## src/rtl/mux_shift_pkg.sv

```systemverilog
// Shared types for the selectable, shiftable holding register.
//   op_e    : per-cycle operation encoding on the op port
//   state_e : burst controller states
//   dir_e   : shift direction latched for a burst
package mux_shift_pkg;

    typedef enum logic [1:0] {
        HOLD = 2'd0,
        LOAD = 2'd1,
        SHL  = 2'd2,
        SHR  = 2'd3
    } op_e;

    typedef enum logic {
        IDLE  = 1'b0,
        BURST = 1'b1
    } state_e;

    typedef enum logic {
        LEFT  = 1'b0,
        RIGHT = 1'b1
    } dir_e;

endpackage : mux_shift_pkg

```

## src/rtl/mux_shift_ctrl.sv

```systemverilog
// Burst controller: FSM, down-counter, latched direction and busy/done.
// Decides per cycle whether the datapath shifts or loads.
//   clk, rst     : clock, async active-low reset
//   clr          : synchronous clear
//   en           : clock enable (also gates burst progress)
//   op           : requested operation (ignored during a burst)
//   start        : burst request, honoured only with SHL/SHR in IDLE
//   nshift       : burst length
//   shift_c      : datapath shifts at this edge (combinational)
//   dir_c        : direction of that shift (combinational)
//   load_c       : datapath loads at this edge (combinational)
//   busy, done   : registered burst status
module mux_shift_ctrl
    import mux_shift_pkg::*;
#(
    parameter int unsigned CNT_W = 4
) (
    input  logic             clk,
    input  logic             rst,
    input  logic             clr,
    input  logic             en,
    input  op_e              op,
    input  logic             start,
    input  logic [CNT_W-1:0] nshift,
    output logic             shift_c,
    output dir_e             dir_c,
    output logic             load_c,
    output logic             busy,
    output logic             done
);

    state_e           state_q, state_d;
    logic [CNT_W-1:0] cnt_q, cnt_d;
    dir_e             dir_q, dir_d;
    dir_e             op_dir;
    logic             busy_d;
    logic             done_d;

    // State and status registers
    always_ff @(posedge clk or negedge rst) begin
        if (!rst) begin
            state_q <= IDLE;
            cnt_q   <= '0;
            dir_q   <= LEFT;
            busy    <= 1'b0;
            done    <= 1'b0;
        end else begin
            state_q <= state_d;
            cnt_q   <= cnt_d;
            dir_q   <= dir_d;
            busy    <= busy_d;
            done    <= done_d;
        end
    end

    // Next-state, counter and datapath strobes
    always_comb begin
        state_d = state_q;
        cnt_d   = cnt_q;
        dir_d   = dir_q;
        busy_d  = busy;
        done_d  = 1'b0;
        shift_c = 1'b0;
        load_c  = 1'b0;
        dir_c   = dir_q;
        op_dir  = (op == SHR) ? RIGHT : LEFT;

        if (clr) begin
            state_d = IDLE;
            cnt_d   = '0;
            busy_d  = 1'b0;
        end else begin
            unique case (state_q)
                IDLE: begin
                    busy_d = 1'b0;
                    if (en) begin
                        unique case (op)
                            HOLD: ;
                            LOAD: load_c = 1'b1;
                            SHL, SHR: begin
                                dir_c = op_dir;
                                if (start) begin
                                    dir_d   = op_dir;
                                    // nshift=0 completes without shifting
                                    shift_c = (nshift != '0);
                                    if (nshift > CNT_W'(1)) begin
                                        cnt_d   = nshift - CNT_W'(1);
                                        state_d = BURST;
                                        busy_d  = 1'b1;
                                    end else begin
                                        done_d = 1'b1;
                                    end
                                end else begin
                                    shift_c = 1'b1;
                                end
                            end
                        endcase
                    end
                end
                BURST: begin
                    if (en) begin
                        shift_c = 1'b1;
                        cnt_d   = cnt_q - CNT_W'(1);
                        if (cnt_q == CNT_W'(1)) begin
                            state_d = IDLE;
                            busy_d  = 1'b0;
                            done_d  = 1'b1;
                        end
                    end
                end
            endcase
        end
    end

endmodule : mux_shift_ctrl

```

## src/rtl/mux_shift_reg.sv

```systemverilog
// WIDTH-bit holding register with NSRC-way parallel load, left/right
// serial shift and a counted burst-shift mode.
//   clk, rst  : clock, async active-low reset
//   clr       : synchronous clear
//   en        : clock enable
//   op        : 0=HOLD 1=LOAD 2=SHL 3=SHR
//   sel, d    : load source index and packed load sources
//   ser_in    : serial input for shifts
//   start     : burst request; nshift is its length
//   q         : register contents
//   ser_out   : bit most recently shifted out
//   busy,done : burst status
module mux_shift_reg
    import mux_shift_pkg::*;
#(
    parameter int unsigned WIDTH = 8,
    parameter int unsigned NSRC  = 2,
    parameter int unsigned SEL_W = $clog2(NSRC),
    parameter int unsigned CNT_W = $clog2(WIDTH + 1)
) (
    input  logic                       clk,
    input  logic                       rst,
    input  logic                       clr,
    input  logic                       en,
    input  logic [1:0]                 op,
    input  logic [SEL_W-1:0]           sel,
    input  logic [NSRC-1:0][WIDTH-1:0] d,
    input  logic                       ser_in,
    input  logic                       start,
    input  logic [CNT_W-1:0]           nshift,
    output logic [WIDTH-1:0]           q,
    output logic                       ser_out,
    output logic                       busy,
    output logic                       done
);

    logic             shift_c;
    dir_e             dir_c;
    logic             load_c;
    logic [WIDTH-1:0] load_val;

    mux_shift_ctrl #(
        .CNT_W (CNT_W)
    ) u_ctrl (
        .clk     (clk),
        .rst     (rst),
        .clr     (clr),
        .en      (en),
        .op      (op_e'(op)),
        .start   (start),
        .nshift  (nshift),
        .shift_c (shift_c),
        .dir_c   (dir_c),
        .load_c  (load_c),
        .busy    (busy),
        .done    (done)
    );

    // Source mux; an out-of-range sel falls back to d[0]
    always_comb begin
        load_val = d[0];
        for (int unsigned i = 0; i < NSRC; i++) begin
            if (sel == i[SEL_W-1:0]) begin
                load_val = d[i[SEL_W-1:0]];
            end
        end
    end

    // Register and serial-out datapath
    always_ff @(posedge clk or negedge rst) begin
        if (!rst) begin
            q       <= '0;
            ser_out <= 1'b0;
        end else if (clr) begin
            q       <= '0;
            ser_out <= 1'b0;
        end else if (shift_c) begin
            if (dir_c == LEFT) begin
                ser_out <= q[WIDTH-1];
                q       <= {q[WIDTH-2:0], ser_in};
            end else begin
                ser_out <= q[0];
                q       <= {ser_in, q[WIDTH-1:1]};
            end
        end else if (load_c) begin
            q <= load_val;
        end
    end

endmodule : mux_shift_reg

```

## config.mk

```make
export PLATFORM = sky130hd
export DESIGN_NAME = mux_shift_reg
export DESIGN_NICKNAME = d
export VERILOG_FILES = /design/src/rtl/mux_shift_pkg.sv /design/src/rtl/mux_shift_ctrl.sv /design/src/rtl/mux_shift_reg.sv
export SDC_FILE = /design/constraint.sdc
export NUM_CORES = 1
export LEC_CHECK = 0
export CORE_MARGIN = 2
export CORE_UTILIZATION = 33
export DETAILED_ROUTE_END_ITERATION = 10
export PLACE_DENSITY = 0.71
export SLEW_MARGIN = 20
export SYNTH_ARGS = -nofsm -noshare
export SYNTH_HDL_FRONTEND = slang
export SYNTH_SLANG_ARGS = --single-unit
```

## constraint.sdc

```tcl
create_clock -name clk -period 1.8 [get_ports clk]
set_input_delay 0.18 -clock clk [delete_from_list [all_inputs] [get_ports clk]]
set_output_delay 0.18 -clock clk [all_outputs]
set_load 0.005 [all_outputs]
```

==> results.yml <==
placed_design:
  place_congestion: 0.8489
  placed_cell_area_um2: 1759
  placed_cells: 218
  io_buffers: 39
  dp_hpwl_mm: 2.647
clocking:
  cts-root-buf: "clkbuf_4"
  clk_latency_ns: 0.30
  hold_buffers: 0
  clock_path_buffers: 2
  cts.sinks: 17
  cts.clk_slew.worst_paths_ns: 0.12
  cts_made_buffers: 3
  cts_tree: "yes"
  cts_max_level: 1
  post_cts_buffers: 0
floorplanning:
  fp.dieH_um: 63.89
  rows: 21
  pin_count: 40
  coreArea_um2: 3390
  die_x_um: 63.89
  die_area_um2: 4082
  start_util_pct: 34.92
worst_setup_path:
  r2r_cells: 5
  cp_top_family: "buffers and inverters"
  path_depth: 7
  cp.required_ns: 2.00
  startpoint_type: "input port"
  path_cells: "clkdlybuf4s50_1 -> inv_2 -> ha_2 -> or4bb_1 -> a21o_1 -> buf_4 -> a311oi_2"
  critPathSlowestCell: "clkdlybuf4s50_1"
  path_buf_inv: 3
  max_stage_delay_ns: 0.44
  arrival_ns: 1.91
  worstPathMaxFanout: 3
  critical_path_class: "input port to register"
  end_kind: "register"
route:
  vias: 1177
  drtAntennaViolNets: 0
  wl_per_cell_um: 15.48
  routed_wl_mm: 3.437
  post-route-drc-count: 0
  first_pass_iters: 4
  via_per_inst: 5.302
  drt-initial-drc-count: 89
pwr:
  total_power_w: 0.001037
  p_leak_nw: 0.7750
  worst_ir_drop_vdd_v: 0.0004325
  power.density_nw_per_um2: 576.0
worst_hold_path:
  hp-class: "input port to asynchronous set/reset pin"
synthesis:
  ys_warn_count: 0
  ys_seq_area_share_pct: 35.94
  yosys.area.top_type: "dfrtp_1"
  syn-instance-count: 120
  synthDistinctLibCells: 39
  ys.flop_type: "dfrtp_1"
  synth_fp_nets: 153
  synth-edff-count: 0
  avgSynthCellArea_um2: 9.864
  synth-seq-cells: 17
  yosys.area.top_type_share_pct: 35.94
  synth_area_leaders: "dfrtp_1 (36%), mux2i_1 (17%), o221ai_1 (6.7%), nand2_1 (4.4%), ha_1 (4.2%)"
  synth_area_um2: 1184
  async_flop_share_pct: 100.0
finish:
  final_cell_area_um2: 1800
  nets: 210
  area_growth_pct: 52.11
  antennaDiodeCount: 0
  finalNonFillerCells: 222
  drive_above_1_share_pct: 18.18
  fillers: 316
timing:
  final-setup-viol-count: 0
  relSlewSlack_pct: 62.78
  finalHoldViolCount: 0
  period_share_pct: 95.48
  worst_pin_slew_ns: 0.5496
  period_needed_ns: 1.719
  timing.hold.ws_ns: 0.1985
  finClkSkew_ns: 0.01643
  tns_ns: 0
  fmax_mhz: 581.8
  drv_slew: 0
  rsz0062_at_grt: "false"
global_route:
  gr-total-overflow: 0
  grt_pass1_vias: 1157
  grt_pass1_wl_mm: 5.520
  grt.total_usage_pct: 17.27
  grt_max_degree: 18
  antenna_found_initial: 0
job:
  maxCapViolCount: 0
outcome:
  outcome: "complete, no violations"
==> kinds of logic after synthesis <==
family	synth area share (%)
simple gates	18.61
compound gates	16.70
mux	19.77
flops	35.94
buf+inv	3.276
fa+ha+maj	4.228
xor+xnor	1.480
==> flip-flops by register name, summed over array words and instances (netlist names) <==
register        flops
u_ctrl.state_q      1
u_ctrl.done         1
q                   8
u_ctrl.dir_q        1
ser_out             1
u_ctrl.cnt_q        4
u_ctrl.busy         1
==> report_power, final <==
part           switching, W  total (W)  internal [W]
sequential        0.0000295   0.000439      0.000409
combinational      0.000165   0.000385      0.000220
clock              0.000131   0.000214     0.0000828
total              0.000325    0.00104      0.000712
==> final timing paths <==
| path | slack, ns | endpoint | from |
|---|---|---|---|
| min in group clk | 0.55 | q[4] | d[4] |
| worst max-delay path | 0.08 | ser_out | nshift[1] |
| worst min-delay path | 0.20 | u_ctrl.cnt_q[0] | rst |
| max in group asynchronous | 1.38 | q[2] | rst |
| worst max register to register | 0.15 | q[3] | u_ctrl.state_q |
| worst min register to register | 0.57 | q[0] | q[0] |
==> through the flow <==
stage / setup WS (ns) / util (%)
floorplan: 0.1914 / -
global route: 0.01360 / 53.12
CTS: 0.001724 / 52.86
finish: 0.08129 / 53.12
global placement: -0.2875 / 51.90
detailed placement: -0.3528 / 51.90
==> layout by cell type, fill, tap and decap left out, types with 2 or more instances in the layout <==
| cell type | count |
|---|---|
| nand2_1 | 13 |
| a21oi_1 | 3 |
| o221ai_1 | 9 |
| nor2b_1 | 4 |
| clkbuf_4 | 3 |
| buf_4 | 17 |
| mux2i_1 | 20 |
| inv_1 | 4 |
| nor3_1 | 7 |
| nor2_1 | 3 |
| clkdlybuf4s50_1 | 38 |
| nand3_1 | 2 |
| dfrtp_1 | 17 |
| ha_1 | 3 |
==> layer usage <==
layer / vias up / track usage (%) / wire (um)
li1: 570 / - / -
met1: 563 / 20.66 / 1448
met2: 38 / 30.99 / 1803
met3: 6 / 3.873 / 144
met4: 0 / 4.348 / 40
met5: - / 0 / 0
==> synthesized netlist by cell type, drive strengths merged, types with 2 or more instances <==
cell type and n:
mux2i 21, nor2 3, o221ai 9, clkbuf 3, nand3 2, ha 4, dfrtp 17, nor2b 4
nor3 7, nand2 14, a21oi 4, buf 2, inv 5, a311oi 2
==> worst register-to-register path, stage by stage (launching register included) <==
cell      delay, ns
dfrtp_1        0.43
and4bb_4       0.33
mux2i_4        0.25
buf_12         0.16
mux2i_1        0.20
o221ai_1       0.14
==> cell type report <==
cell class | instances | area (um2) | share of cell area [%]
multi-input cells | 93 | 734.5 | 40.79
repair buffers | 57 | 536.8 | 29.81
flip-flops and latches | 17 | 425.4 | 23.63
well taps | 46 | 57.56 | 3.197
clock buffers | 3 | 22.52 | 1.251
inverters | 5 | 18.77 | 1.042
clock inverters | 1 | 5.005 | 0.2780
==> timing repair <==
action                                  4_1_cts  5_1_grt
gates cloned                                  0        0
resized for setup                             2        5
endpoints found under the setup margin        9       13
pin swaps                                     0        1
(Power assumes the default switching activity.)
